[config.mk]
export PLATFORM = sky130hd
export DESIGN_NAME = pc_fetch_unit
export DESIGN_NICKNAME = d
export VERILOG_FILES = /design/src/rtl/pc_fetch_unit.sv
export SDC_FILE = /design/constraint.sdc
export NUM_CORES = 1
export LEC_CHECK = 0
export CAP_MARGIN = 20
export CORE_MARGIN = 2
export CORE_UTILIZATION = 35
export DETAILED_ROUTE_END_ITERATION = 16
export MAX_ROUTING_LAYER = met4
export SYNTH_ARGS = -nofsm -noshare
export SYNTH_HDL_FRONTEND = slang
export SYNTH_SLANG_ARGS = --single-unit
[constraint.sdc]
create_clock -name clk -period 2.8 [get_ports clk]
set_clock_uncertainty 0.1 [all_clocks]
set_input_delay 0.56 -clock clk [delete_from_list [all_inputs] [get_ports clk]]
set_output_delay 0.56 -clock clk [all_outputs]
set_load 0.005 [all_outputs]
[src/rtl/pc_fetch_unit.sv]
// rtl/pc_fetch_unit.sv - program counter sequencer with return-address stack
//
// Purpose:
//   Holds the fetch PC and chooses its next value each cycle from the
//   downstream incrementer result, a branch target, a jump/call target, or
//   the top of a small return-address stack. A one-cycle BOOT state follows
//   reset, and any stack overflow or underflow parks the unit in FAULT until
//   the next reset.
//
// Ports:
//   clk            rising-edge clock
//   reset_n        asynchronous active-low reset
//   pc_plus_one    pc + 1 from the external incrementer (wraps 1023 -> 0)
//   stall          freeze pc, stack, stack_count and state this cycle
//   branch_taken   load branch_target
//   branch_target  branch destination
//   jump           load jump_target
//   call           push pc_plus_one, then load jump_target
//   jump_target    jump/call destination
//   ret            pop the stack top into pc
//   pc             registered current PC (feeds the incrementer)
//   pc_valid       pc holds a fetchable address (RUN state)
//   fault          sticky overflow/underflow indication (FAULT state)
//   stack_count    return-address stack occupancy, 0..STACK_DEPTH
//
// Parameters:
//   RESET_VECTOR   PC loaded on reset
//   STACK_DEPTH    return-address stack entries, legal range 2..8

module pc_fetch_unit #(
    parameter logic [9:0] RESET_VECTOR = 10'd0,
    parameter int         STACK_DEPTH  = 4
) (
    input  logic       clk,
    input  logic       reset_n,
    input  logic [9:0] pc_plus_one,
    input  logic       stall,
    input  logic       branch_taken,
    input  logic [9:0] branch_target,
    input  logic       jump,
    input  logic       call,
    input  logic [9:0] jump_target,
    input  logic       ret,
    output logic [9:0] pc,
    output logic       pc_valid,
    output logic       fault,
    output logic [3:0] stack_count
);

    localparam int         AW     = (STACK_DEPTH > 1) ? $clog2(STACK_DEPTH) : 1;
    localparam logic [3:0] DEPTH4 = 4'(STACK_DEPTH);

    typedef enum logic [1:0] {
        ST_BOOT  = 2'b00,
        ST_RUN   = 2'b01,
        ST_FAULT = 2'b10
    } state_t;

    state_t        state_q;
    state_t        state_d;
    logic [9:0]    pc_d;
    logic [3:0]    count_d;
    logic          push_en;
    logic          stack_full;
    logic          stack_empty;
    logic [3:0]    count_dec;
    logic [AW-1:0] push_idx;
    logic [AW-1:0] pop_idx;

    // Return addresses; entries at or above stack_count are stale and never
    // observed, so the array carries no reset.
    logic [9:0]    stack_mem [STACK_DEPTH];

    assign stack_full  = (stack_count == DEPTH4);
    assign stack_empty = (stack_count == 4'd0);
    assign count_dec   = stack_count - 4'd1;
    // Indices are only used when the access is legal (push when not full,
    // pop when not empty), so the truncated slices always land in range.
    assign push_idx    = stack_count[AW-1:0];
    assign pop_idx     = count_dec[AW-1:0];

    // Next-state / next-PC selection. Requests are examined in strict
    // priority order; anything below the winner is simply dropped.
    always_comb begin
        state_d = state_q;
        pc_d    = pc;
        count_d = stack_count;
        push_en = 1'b0;

        case (state_q)
            ST_BOOT: begin
                // pc already sits at RESET_VECTOR; stall stretches BOOT.
                if (!stall) begin
                    state_d = ST_RUN;
                end
            end

            ST_RUN: begin
                if (stall) begin
                    // hold everything, including would-be faulting requests
                end else if (ret) begin
                    if (stack_empty) begin
                        state_d = ST_FAULT;
                    end else begin
                        pc_d    = stack_mem[pop_idx];
                        count_d = count_dec;
                    end
                end else if (call) begin
                    if (stack_full) begin
                        state_d = ST_FAULT;
                    end else begin
                        push_en = 1'b1;
                        pc_d    = jump_target;
                        count_d = stack_count + 4'd1;
                    end
                end else if (jump) begin
                    pc_d = jump_target;
                end else if (branch_taken) begin
                    pc_d = branch_target;
                end else begin
                    // Wrap at 1023 comes from the incrementer itself.
                    pc_d = pc_plus_one;
                end
            end

            ST_FAULT: begin
                // terminal until reset
            end

            default: begin
                // An unreachable encoding is treated as a fault.
                state_d = ST_FAULT;
            end
        endcase
    end

    always_ff @(posedge clk or negedge reset_n) begin
        if (!reset_n) begin
            state_q     <= ST_BOOT;
            pc          <= RESET_VECTOR;
            stack_count <= 4'd0;
        end else begin
            state_q     <= state_d;
            pc          <= pc_d;
            stack_count <= count_d;
        end
    end

    // push_en is low whenever reset is asserted because state is BOOT.
    always_ff @(posedge clk) begin
        if (push_en) begin
            stack_mem[push_idx] <= pc_plus_one;
        end
    end

    // Decoded straight from the state register so reset clears them
    // without waiting for a clock.
    assign pc_valid = (state_q == ST_RUN);
    assign fault    = (state_q == ST_FAULT);

endmodule

==> impl_metrics.json <==
{
  "reg2reg_depth": 6,
  "grt_use_total_pct": 14.6,
  "hold_ws_ns": 0.416,
  "die_area_um2": 8230,
  "clockBufferDepth": 2,
  "clock.fmax_ghz": 0.456,
  "dp_hpwl_mm": 3.94,
  "syn_area_um2": 2630,
  "final_util_pct": 46.5,
  "cts_root_buf": "clkbuf_8",
  "grt_pass1_wl_mm": 8.95,
  "fillers": 663,
  "place_area_um2": 3290,
  "netlist-cell-type-count": 36,
  "fin_cells": 337,
  "area_growth_pct": 28.2,
  "r2r_start": "stack_count[1]$_DFFE_PN0P_",
  "cts_made_buffers": 5,
  "rrSetupSlack_ns": 0.61,
  "die_w_um": 90.7,
  "setup_viol": 0,
  "gp_congestion": 0.726,
  "wirelength_mm": 5.55,
  "worst_pin_slew_ns": 0.832,
  "wl_per_cell_um": 16.5,
  "cts_resized": 0,
  "antenna_cells": 0,
  "cts_setup_buffers": 0,
  "cts_max_level": 2,
  "final_area_um2": 3370,
  "nNetsFinal": 279,
  "relSlewSlack_pct": 44.4,
  "hp-class": "register to register",
  "final_common_cell": "clkdlybuf4s50_1",
  "viasPerCell": 4.93,
  "cp-end-kind": "register",
  "multiInputGateArea_um2": 958,
  "finalHoldViolations": 0,
  "crit_end": "pc[4]$_DFFE_PN0P_",
  "status": "finished, final reports clean",
  "worstSetupPathType": "register to register",
  "start_kind": "register",
  "firstDrtPassIters": 4,
  "tns_ns": 0,
  "ir_drop_v": 0.000243,
  "crit_required_ns": 2.89,
  "dieHeight_um": 90.7,
  "dp.cells": 329,
  "initial_core_util_pct": 36.3,
  "synth_nets": 220,
  "syn_inst": 178,
  "clk-insertion-delay-late_ns": 0.31,
  "cp-startpoint": "stack_count[1]$_DFFE_PN0P_",
  "crit_fanout": 11,
  "final_max_slew_viol_count": 0,
  "fin_crit_ns": 2.19,
  "period_share_pct": 78.3,
  "antenna_found_initial": 0,
  "rows": 31,
  "ant_nets": 0,
  "cts_num_sinks": 56,
  "yosysWarnings": 0,
  "arrival_ns": 2.29,
  "grt_max_degree": 21,
  "drt-initial-drc-count": 66,
  "layout-drive-gt1-share_pct": 17.2,
  "io-pin-count": 53,
  "cts.clk_slew.worst_paths_ns": 0.09,
  "grt_remaining_overflow": 0,
  "portBuffers": 52,
  "seq_area_um2": 1600,
  "hold_buffers": 0,
  "mostFrequentLayoutCells": "clkdlybuf4s50_1, edfxtp_1, dfrtp_1",
  "p_leak_nw": 1.19,
  "drcViolationCount": 0,
  "r2r-end": "pc[4]$_DFFE_PN0P_",
  "p_per_area_nw_per_um2": 772,
  "avgSynthCellArea_um2": 14.8,
  "hp-start": "pc[6]$_DFFE_PN0P_",
  "maxCapViolCount": 0,
  "synth-seq-cells": 56,
  "rsz0062_at_grt": "no",
  "vias": 1663,
  "grt_pass1_vias": 1651,
  "ys_seq_area_share_pct": 60.9,
  "cts_tree": "built",
  "coreArea_um2": 7250
}
-- power by group --
group / leakage [nW] / switching (mW) / total, mW / internal, mW
clock: 0.0412 / 0.254 / 0.429 / 0.176
combinational: 0.596 / 0.426 / 1.06 / 0.637
sequential: 0.551 / 0.0926 / 1.11 / 1.02
total: 1.19 / 0.772 / 2.60 / 1.83
-- cell type report --
type | instances | share of cell area (%)
Clock inverter | 2 | 0.371
Multi-Input combinational cell | 109 | 28.4
Clock buffer | 6 | 2.15
Inverter | 4 | 0.445
Sequential cell | 56 | 47.5
Timing Repair Buffer | 61 | 17.4
Tap cell | 99 | 3.67
-- metrics by stage --
stage          setup WS, ns  power (mW)
2_1_floorplan         0.662        1.78
6_report              0.609        2.60
3_3_place_gp          0.337        2.21
3_5_place_dp          0.302        2.22
5_1_grt               0.478        2.78
4_1_cts               0.558        2.65
-- state kept, by name, summed over array words and instances, names as in the netlist --
| register | count |
|---|---|
| pc | 10 |
| stack_count | 4 |
| stack_mem | 40 |
| state_q | 2 |
-- worst min-delay path by stage --
stage / cells past startpoint / end / slack (ns)
after floorplan: 0 / pc[0]$_DFFE_PN0P_ / 0.16
after global placement: 1 / pc[6]$_DFFE_PN0P_ / 0.39
after detailed placement: 1 / pc[6]$_DFFE_PN0P_ / 0.40
after CTS: 1 / pc[6]$_DFFE_PN0P_ / 0.42
after global routing: 1 / pc[6]$_DFFE_PN0P_ / 0.44
final: 1 / pc[6]$_DFFE_PN0P_ / 0.42
-- synthesized netlist by cell type --
master	instances	area, um^2
inv_1	3	11.3
xor2_1	2	17.5
a211oi_2	1	12.5
nand2b_1	2	12.5
buf_2	6	30.0
nand4b_1	1	8.76
clkbuf_1	1	3.75
mux2_4	2	30.0
inv_2	1	3.75
mux2_2	8	90.1
a31o_2	1	8.76
mux4_1	2	52.6
a21oi_1	1	5.00
buf_6	2	22.5
or2_2	1	6.26
mux4_2	8	180
a21oi_4	1	16.3
ha_1	5	62.6
edfxtp_1	40	1200
nor3_1	1	5.00
nor2b_1	11	68.8
and2b_2	1	8.76
a22oi_1	1	7.51
o31ai_1	10	75.1
dfrtp_1	16	400
nand3b_1	2	15.0
nor2_1	15	56.3
nor2_8	1	20.0
xnor2_1	2	17.5
a211oi_1	10	75.1
or3b_1	1	8.76
nand3_1	1	5.00
mux2i_1	2	20.0
nand2_1	11	41.3
or3_1	1	6.26
and2_1	4	25.0
-- logic make-up (layout without fill, tap and decap cells) --
family	count (synthesis)	count (layout)	share of synthesized area [%]
flip-flops	56	56	60.9
AND/OR/NAND/NOR	53	53	10.9
AO/OA/AOI/OAI	25	25	7.61
multiplexers	22	22	14.2
buffers and inverters	13	73	2.71
adder cells (fa/ha/maj)	5	5	2.38
XOR/XNOR	4	4	1.33
-- per-layer routing --
| layer | vias to the layer above | global-route usage (%) | routed length [um] |
|---|---|---|---|
| li1 | 783 | - | - |
| met1 | 823 | 20.0 | 2540 |
| met2 | 55 | 21.6 | 2640 |
| met3 | 2 | 4.01 | 326 |
| met4 | 0 | 3.46 | 42 |
| met5 | - | - | 0 |
-- worst max-delay path, stage by stage (launching register included) --
cell and delay, ns:
dfrtp_1 0.45, inv_1 0.12, ha_1 0.61, mux4_2 0.38
nand2_1 0.09, o31ai_1 0.06, mux2_2 0.26
Note: power is estimated with default switching activity, not from simulation.
